## src/rtl/jpeg_bs_pkg.sv

```systemverilog
// Shared constants, state encoding and width helper for the JPEG bitstream reader.
package jpeg_bs_pkg;

    localparam logic [7:0] MK_SOI  = 8'hD8;
    localparam logic [7:0] MK_EOI  = 8'hD9;
    localparam logic [7:0] MK_RST0 = 8'hD0;
    localparam logic [7:0] MK_RST7 = 8'hD7;
    localparam logic [7:0] STUFF   = 8'h00;
    localparam logic [7:0] FILL    = 8'hFF;

    typedef enum logic [1:0] {
        DATA        = 2'd0,
        SEEN_FF     = 2'd1,
        MARKER_HOLD = 2'd2
    } bs_state_e;

    // Bits needed to count 0..buf_w inclusive.
    function automatic int avail_w(input int buf_w);
        return $clog2(buf_w) + 1;
    endfunction

endpackage

```

## src/rtl/jpeg_bit_shifter.sv

```systemverilog
// MSB-aligned bit buffer: shift left by the consumed length, then append a
// byte directly behind the surviving bits. Bits below the valid region are
// always zero, so the window reads 0 beyond avail without extra masking.
module jpeg_bit_shifter
    import jpeg_bs_pkg::*;
#(
    parameter int BUF_W = 32,
    parameter int WIN_W = 16,
    localparam int AW   = avail_w(BUF_W)
) (
    input  logic             clk,
    input  logic             rst_n,
    input  logic             clear,
    input  logic [AW-1:0]    shift_len,
    input  logic             append_en,
    input  logic [7:0]       append_byte,
    output logic [WIN_W-1:0] win,
    output logic [AW-1:0]    avail
);

    logic [BUF_W-1:0] bits, bits_n, placed;
    logic [AW-1:0]    kept, avail_n;

    // Combined shift/append; append offset uses the post-shift bit count.
    always_comb begin
        kept    = avail - shift_len;
        placed  = BUF_W'(append_byte) << (AW'(BUF_W - 8) - kept);
        bits_n  = (bits << shift_len) | (append_en ? placed : '0);
        avail_n = kept + (append_en ? AW'(8) : '0);
    end

    // Buffer and fill level; clear drops everything (marker release).
    always_ff @(posedge clk or negedge rst_n) begin
        if (!rst_n) begin
            bits  <= '0;
            avail <= '0;
        end else if (clear) begin
            bits  <= '0;
            avail <= '0;
        end else begin
            bits  <= bits_n;
            avail <= avail_n;
        end
    end

    assign win = bits[BUF_W-1 -: WIN_W];

endmodule

```

## src/rtl/jpeg_bitstream_reader.sv

```systemverilog
// JPEG entropy-segment reader: removes 0xFF00 stuffing, skips 0xFF fill,
// holds markers for the controller and feeds a lookahead window to the
// Huffman decoder. Optional macro JPEG_RST_MARKER_PASS_EN lets RST0..RST7
// pass inline (byte-align + rst_seen pulse) instead of stalling.
module jpeg_bitstream_reader
    import jpeg_bs_pkg::*;
#(
    parameter int BUF_W = 32,
    parameter int WIN_W = 16,
    localparam int AW   = avail_w(BUF_W)
) (
    input  logic             clk,
    input  logic             rst_n,
    input  logic [7:0]       in_data,
    input  logic             in_valid,
    output logic             in_ready,
    output logic [WIN_W-1:0] win_data,
    output logic [AW-1:0]    win_avail,
    input  logic             consume_valid,
    input  logic [4:0]       consume_len,
    output logic             marker_valid,
    output logic [7:0]       marker_code,
    input  logic             marker_ack,
`ifdef JPEG_RST_MARKER_PASS_EN
    output logic             rst_seen,
    output logic [2:0]       rst_idx,
`endif
    output logic             protocol_err
);

    bs_state_e     state, state_n;
    logic          run;
    logic          accept, ack, len_fits, cons_ok;
    logic          append_en, take_marker;
    logic [7:0]    append_byte;
    logic [AW-1:0] len_ext, cons_len, shift_len;
`ifdef JPEG_RST_MARKER_PASS_EN
    logic          rst_hit;
    logic [AW-1:0] kept;
`endif

    // Ready depends only on registered state, never on this cycle's consume.
    assign in_ready     = run && (state != MARKER_HOLD) && (win_avail <= AW'(BUF_W - 8));
    assign accept       = in_valid && in_ready;
    assign ack          = marker_ack && (state == MARKER_HOLD);
    assign len_ext      = AW'(consume_len);
    assign len_fits     = len_ext <= win_avail;
    assign cons_ok      = consume_valid && !ack && len_fits;
    assign cons_len     = cons_ok ? len_ext : '0;
    assign marker_valid = (state == MARKER_HOLD);

    // Next-state and append control for the destuffing FSM.
    always_comb begin
        state_n     = state;
        append_en   = 1'b0;
        append_byte = in_data;
        take_marker = 1'b0;
`ifdef JPEG_RST_MARKER_PASS_EN
        rst_hit     = 1'b0;
`endif
        case (state)
            DATA: begin
                if (accept) begin
                    if (in_data == FILL) state_n   = SEEN_FF;
                    else                 append_en = 1'b1;
                end
            end
            SEEN_FF: begin
                if (accept) begin
                    if (in_data == STUFF) begin
                        append_en   = 1'b1;
                        append_byte = FILL;
                        state_n     = DATA;
                    end else if (in_data != FILL) begin
`ifdef JPEG_RST_MARKER_PASS_EN
                        if (in_data >= MK_RST0 && in_data <= MK_RST7) begin
                            rst_hit = 1'b1;
                            state_n = DATA;
                        end else begin
                            take_marker = 1'b1;
                            state_n     = MARKER_HOLD;
                        end
`else
                        take_marker = 1'b1;
                        state_n     = MARKER_HOLD;
`endif
                    end
                end
            end
            MARKER_HOLD: begin
                if (ack) state_n = DATA;
            end
            default: state_n = DATA;
        endcase
    end

    // Shift amount: consumed bits, plus the partial-byte remainder on RSTn.
    always_comb begin
`ifdef JPEG_RST_MARKER_PASS_EN
        kept      = win_avail - cons_len;
        shift_len = cons_len + (rst_hit ? AW'(kept[2:0]) : '0);
`else
        shift_len = cons_len;
`endif
    end

    jpeg_bit_shifter #(.BUF_W(BUF_W), .WIN_W(WIN_W)) u_shifter (
        .clk         (clk),
        .rst_n       (rst_n),
        .clear       (ack),
        .shift_len   (shift_len),
        .append_en   (append_en),
        .append_byte (append_byte),
        .win         (win_data),
        .avail       (win_avail)
    );

    // FSM state, intake enable, marker code and sticky error.
    always_ff @(posedge clk or negedge rst_n) begin
        if (!rst_n) begin
            state        <= DATA;
            run          <= 1'b0;
            marker_code  <= 8'h00;
            protocol_err <= 1'b0;
        end else begin
            state <= state_n;
            run   <= 1'b1;
            if (take_marker) marker_code <= in_data;
            if (consume_valid && !ack && !len_fits) protocol_err <= 1'b1;
        end
    end

`ifdef JPEG_RST_MARKER_PASS_EN
    // One-cycle restart pulse and its index.
    always_ff @(posedge clk or negedge rst_n) begin
        if (!rst_n) begin
            rst_seen <= 1'b0;
            rst_idx  <= 3'd0;
        end else begin
            rst_seen <= rst_hit;
            if (rst_hit) rst_idx <= in_data[2:0];
        end
    end
`endif

endmodule

```

## config.mk

```make
export PLATFORM = sky130hd
export DESIGN_NAME = jpeg_bitstream_reader
export DESIGN_NICKNAME = d
export VERILOG_FILES = /design/src/rtl/jpeg_bs_pkg.sv /design/src/rtl/jpeg_bit_shifter.sv /design/src/rtl/jpeg_bitstream_reader.sv
export SDC_FILE = /design/constraint.sdc
export NUM_CORES = 1
export LEC_CHECK = 0
export BUFFER_PORTS_ARGS = -buffer_cell sky130_fd_sc_hd__clkbuf_2
export CAP_MARGIN = 10
export CORE_MARGIN = 2
export CORE_UTILIZATION = 56
export CTS_BUF_LIST = sky130_fd_sc_hd__clkbuf_2 sky130_fd_sc_hd__clkbuf_4 sky130_fd_sc_hd__clkbuf_8
export DETAILED_ROUTE_END_ITERATION = 12
export PLACE_DENSITY_LB_ADDON = 0.1
export SYNTH_ARGS = -nofsm -noshare
export SYNTH_HDL_FRONTEND = slang
export SYNTH_SLANG_ARGS = --single-unit
```

## constraint.sdc

```tcl
create_clock -name clk -period 13.6 [get_ports clk]
set_clock_uncertainty 0.15 [all_clocks]
set_input_delay 0.68 -clock clk [delete_from_list [all_inputs] [get_ports clk]]
set_output_delay 0.68 -clock clk [all_outputs]
set_load 0.01 [all_outputs]
```

**Word level (Yosys, flattened, before mapping)**

Index checks and enable logic that the tools add are counted.

- Bits in latches: 0
- RAM bits: 0
- Word-level logic and storage cells: 60
- Input port bits: 18
- Output and inout port bits: 33
- Memories: 0
- Register bits: 50
- Bits in read-only memories: 0

- Magnitude comparators: 2
- Equal/unequal tests: 10
- Shift-type cells: 2
- $mul: 0
- Divide/modulo/power cells: 0
- Muxes and demuxes: 24
- Bitwise operators: 1
- Reductions and logical operators: 12
- $add $sub $neg: 3

Operator list:

| operator | number |
|---|---|
| $mux 32 | 2 |
| $or 32x32->32 | 1 |
| $shl 32x5->32 | 1 |
| $shl 8x6->32 | 1 |
| $mux 8 | 3 |
| $mux 2 | 6 |
| $eq 8x8->1 const B | 1 |
| $logic_not 8->1 | 1 |
| $mux 1 | 8 |
| $ne 2x2->1 const B | 4 |
| $ne 8x8->1 const B | 1 |
| $logic_and 1x1->1 | 7 |
| $add 6x6->6 | 1 |
| $le 5x6->1 | 1 |
| $le 6x5->1 const B | 1 |
| $mux 6 | 1 |
| $pmux 2 s3 | 1 |
| $sub 5x6->6 const A | 1 |
| $sub 6x5->6 | 1 |
| $mux 5 | 1 |
| $reduce_and 5->1 | 1 |
| $mux 4 | 1 |
| $ne 3x3->1 const B | 1 |
| $eq 2x1->1 const B | 1 |
| 5 further kinds | 6 |

**Logic depth before layout (Yosys ltp)**

- Depth after elaboration: 12
- Mapped depth: 20
- Mapped depth without buffers: 17

**Hierarchy**

Synthesis repeated with hierarchy kept, for this count alone.

- Cell total of the unflattened synthesis: 543
- Area, all modules: 4926.0 um^2

Modules (own cells, without submodules):

| module | sequential area each (um^2) | area each (um^2) | times used | cells an instance |
|---|---|---|---|---|
| jpeg_bit_shifter | 950.9 | 4110.2 | 1 | 462 |
| jpeg_bitstream_reader | 300.3 | 815.8 | 1 | 81 |

**Worst setup path before layout**

OpenSTA, ideal clock, no wires.

- Path kind: input port to flip-flop
- Start point: in consume_len[0]
- End point: reg u_shifter.bits[31]
- Arrival: 4.994 ns
- Data required time: 13.360 ns
- Buffers on the path: 3
- Library setup time: 0.090 ns
- Setup slack: 8.366 ns
- Cell stages on the path: 19
- Cell sequence: clkbuf_1 inv_1 clkbuf_1 ha_1 nor2b_1 o21ai_0 a21boi_2 nor3_2 inv_1 clkbuf_1 ha_1 nor3b_1 a311o_1 a211oi_2 nand4_1 a2111oi_4 inv_2 or4_1 o221ai_1

- Longest elaborated chain between the ends: 9
- Elaborated cells on any way between the ends: 10
- Classes of those cells: 2 x add/sub; 1 x order compare; 2 x shift; 3 x mux; 1 x bitwise; 1 x reduce/logical

RTL lines:

| item | RTL line | text |
|---|---|---|
| start: declaration | jpeg_bitstream_reader.sv:20 | `input logic [4:0] consume_len,` |
| $le 5x6->1 | jpeg_bitstream_reader.sv:47 | `assign len_fits = len_ext <= win_avail;` |
| $logic_and 1x1->1 | jpeg_bitstream_reader.sv:48 | `assign cons_ok = consume_valid && !ack && len_fits;` |
| $mux 5 (*) | jpeg_bitstream_reader.sv:49 | `assign cons_len = cons_ok ? len_ext : '0;` |
| $sub 6x5->6 | jpeg_bit_shifter.sv:26 | `kept = avail - shift_len;` |
| $sub 5x6->6 | jpeg_bit_shifter.sv:27 | `placed = BUF_W'(append_byte) << (AW'(BUF_W - 8) - kept);` |
| $shl 8x6->32 | jpeg_bit_shifter.sv:27 |  |
| $mux 32 | jpeg_bit_shifter.sv:28 | `bits_n = (bits << shift_len) \| (append_en ? placed : '0);` |
| $or 32x32->32 (*) | jpeg_bit_shifter.sv:28 |  |
| $mux 32 (*) | jpeg_bit_shifter.sv:37 | `end else if (clear) begin` |
| end signal: assignment | jpeg_bit_shifter.sv:41 | `bits <= bits_n;` |
| end: declaration | jpeg_bit_shifter.sv:21 | `logic [BUF_W-1:0] bits, bits_n, placed;` |

Every way passes the cells marked *; elsewhere a longest branch is shown, timed or not.
A chain may end at the register's enable or synchronous reset.

**Worst setup path in the final report**

- Start point: in consume_len[0]
- End point: reg u_shifter.bits[18]

Same word-level chain as after synthesis.

==> impl_metrics.tcl <==
set metrics [dict create \
    outcome "finished clean" \
    synth_area_leaders "dfrtp_1 (23%), mux2i_1 (6.1%), nor2_1 (4.9%)" \
    setup_ws_ns 7.253 \
    htreeDepth 2 \
    cp_max_fo 50 \
    dpl_worst_slack_ns 7.131 \
    multi_input_comb_area_um2 3739 \
    gp_congestion 1.023 \
    cts_hold_buf 0 \
    grt_use_total_pct 40.46 \
    core_um2 9284 \
    fin_crit_ns 6.347 \
    worstPathArrival_ns 6.45 \
    worst_setup_path_end_kind "flip-flop" \
    num_antenna_cells 0 \
    hold_class "in2async" \
    hold_violations 0 \
    start_util_pct 58.06 \
    maxCapViolations 0 \
    yosysWarnings 0 \
    grt_pass1_wl_mm 31.83 \
    insertion_delay_ns 0.32 \
    synth_edf_count 0 \
    num_vias 6003 \
    avgViaCountPerCell 7.233 \
    rrSetupSlack_ns 7.87 \
    clock-root-buffer "clkbuf_8" \
    cts_tree "yes" \
    syn_area_per_cell_um2 7.733 \
    worstPathRequired_ns 13.70 \
    synth_top_area_cell "dfrtp_1" \
    slew_headroom_pct 10.22 \
    p_leak_uw 0.002422 \
    die_h_um 102.1 \
    grt_max_degree 51 \
    boundaryPins 51 \
    setup_viol 0 \
    max_freq_mhz 157.6 \
    regArea_um2 1251 \
    synth_cell_types 82 \
    power_density_nw_per_um2 281.3 \
    fin_nets 733 \
    synth_nets 729 \
    rows 35 \
    clk_path_buf_depth 2 \
    antenna_found_initial 0 \
    worstMarginPinSlew_ns 1.343 \
    rr_worst_depth 14 \
    cts_setup_buffers 0 \
    numCtsBuffers 5 \
    r2r-start "state[0]" \
    ctsResizeCount 0 \
    totalWireLength_mm 20.56 \
    synth_area_um2 5390 \
    io_buffers 50 \
    wl_per_cell_um 24.77 \
    ir_worst_vdd_uv 243.0 \
    grt_remaining_overflow 0 \
    grt_pass1_vias 5622 \
    critPathLaunchType "primary input" \
    fill_cells 885 \
    async_flop_share_pct 100.0 \
    maxSlewViolCount 0 \
    fin_crit_sh_pct 46.67 \
    area_delta_synth_final_pct 4.944 \
    dr.pass1.iters 7 \
    die_w_um 102.1 \
    ys_ff_latch 50 \
    path_clk_slew_ns 0.11 \
    antenna_left 0 \
    synth_seq_area_share_pct 23.21 \
    dieArea_um2 10430 \
    synth-main-ff-cell "dfrtp_1" \
    route.detailed.drc 0 \
    rsz0062_at_grt "no" \
    cts_sinks 50 \
    setup-tns-final_ns 0 \
    drt-initial-drc-count 734 \
    drive_above_1_share_pct 14.84 \
    synth_top_area_share_pct 23.21 \
    worstSetupPathType "in2reg" \
    r2r-end "u_shifter.bits[18]" \
    hpwlAfterDp_mm 14.95 \
    postSynthCellCount 697 \
]
-- state kept, by name, indices dropped and copies added, names as in the netlist --
| signal | flops |
|---|---|
| protocol_err | 1 |
| run | 1 |
| marker_code | 8 |
| u_shifter.bits | 32 |
| u_shifter.avail | 6 |
| state | 2 |
-- layer usage --
layer | wire length, um | GRT usage, %
met5 | 0 | 0
met4 | 1297 | 21.23
met3 | 2289 | 6.566
met2 | 9213 | 64.52
met1 | 7762 | 52.99
-- cells in the final DEF, fill, tap and decap left out, types with 7 or more instances in the layout --
cell	netlist	final
nand2_1	61	61
a211oi_1	18	18
dfrtp_1	50	50
nor3_1	20	19
mux2i_1	33	33
clkbuf_2	0	50
nor2_1	71	71
a31oi_1	13	13
a211o_1	8	8
o32ai_1	10	10
nor4_1	9	9
o31a_1	7	7
buf_4	16	10
o211ai_1	8	8
nand3_1	17	17
and2_1	11	11
a21oi_1	46	46
o22ai_1	13	13
a21o_1	7	7
ha_1	13	13
o21ai_0	42	42
mux2_2	17	17
nor2b_1	7	7
inv_1	24	24
nand2b_1	8	8
-- worst max-delay path by stage --
stage                        start                 end  slack [ns]
floorplan           consume_len[0]  u_shifter.bits[31]        8.37
global placement    consume_len[0]  u_shifter.bits[19]        7.28
global route        consume_len[0]  u_shifter.bits[16]        6.85
CTS                 consume_len[0]  u_shifter.bits[18]        7.45
finish              consume_len[0]  u_shifter.bits[18]        7.25
detailed placement  consume_len[0]  u_shifter.bits[16]        7.13
-- report_power, final --
group          total (uW)  internal, uW  switching, uW
Combinational        1200           437            761
Clock                91.0          34.8           56.2
Sequential            302           202            100
-- cell usage after synthesis, types with 4 or more instances --
cell type and n:
buf_4 16, nand2b_1 8, inv_1 24, nor2b_1 7
a2111oi_0 4, o21a_1 6, a31oi_1 13, a22o_1 4
mux2_2 17, nor3_1 20, dfrtp_1 50, nor2_1 71
a211oi_1 18, nand3_1 17, a221o_1 5, o32ai_1 10
or4_1 4, buf_2 6, nand2_1 61, a2bb2oi_1 4
o211ai_1 8, a21oi_1 46, o311ai_0 4, nor4_1 9
nand4_1 6, mux2i_1 33, and3_1 6, a32oi_1 4
o221ai_1 4, buf_1 9, a21o_1 7, o22ai_1 13
clkbuf_1 32, a22oi_1 6, o21ai_0 42, ha_1 13
a211o_1 8, or3_1 6, and2_1 11, o31a_1 7
-- metrics by stage --
step                      util [%]  hold slack, ns  total power, uW  cell area (um2)  instances
after floorplan                  -          0.2344             1134             5390        697
after global placement       60.08          0.2974             1435             5578        823
after detailed placement     60.08          0.3045             1449             5578        823
after CTS                    60.93          0.3248             1545             5657        830
after global routing         60.93          0.3657             1684             5657        830
final                        60.93          0.3182             1591             5657        830
-- kinds of logic after synthesis --
logic type,Yosys count,share of synthesized area (%)
and+or+nand+nor,239,21.24
DFF,50,23.21
xor gates and xnor gates,8,2.112
muxes,51,10.10
buffers and inverters,90,7.521
other,1,0.06957
AOI/OAI and AO/OA,244,32.36
adders and majority gates,14,3.389
-- worst max-delay path, cell delays in order --
cell and delay, ns:
clkbuf_2 0.08, buf_4 0.46, inv_1 0.43, ha_1 0.41, a31oi_1 0.21, a21boi_2 0.18, buf_4 0.35, nor3_2 0.08
buf_4 0.21, inv_1 0.51, ha_1 0.42, a311o_1 0.39, a211oi_2 0.31, nand4_1 0.27, a221oi_1 0.74, nand2_1 0.24
o32ai_1 0.22, o31a_1 0.20
-- area by class of cell --
type	count	share of cell area, %
flip-flops and latches	50	22.12
clock buffers	5	1.217
clock inverters	2	0.1770
inverters	27	1.792
well taps	129	2.853
multi-input cells	557	66.09
repair buffers	60	5.751
(Power assumes the default switching activity.)
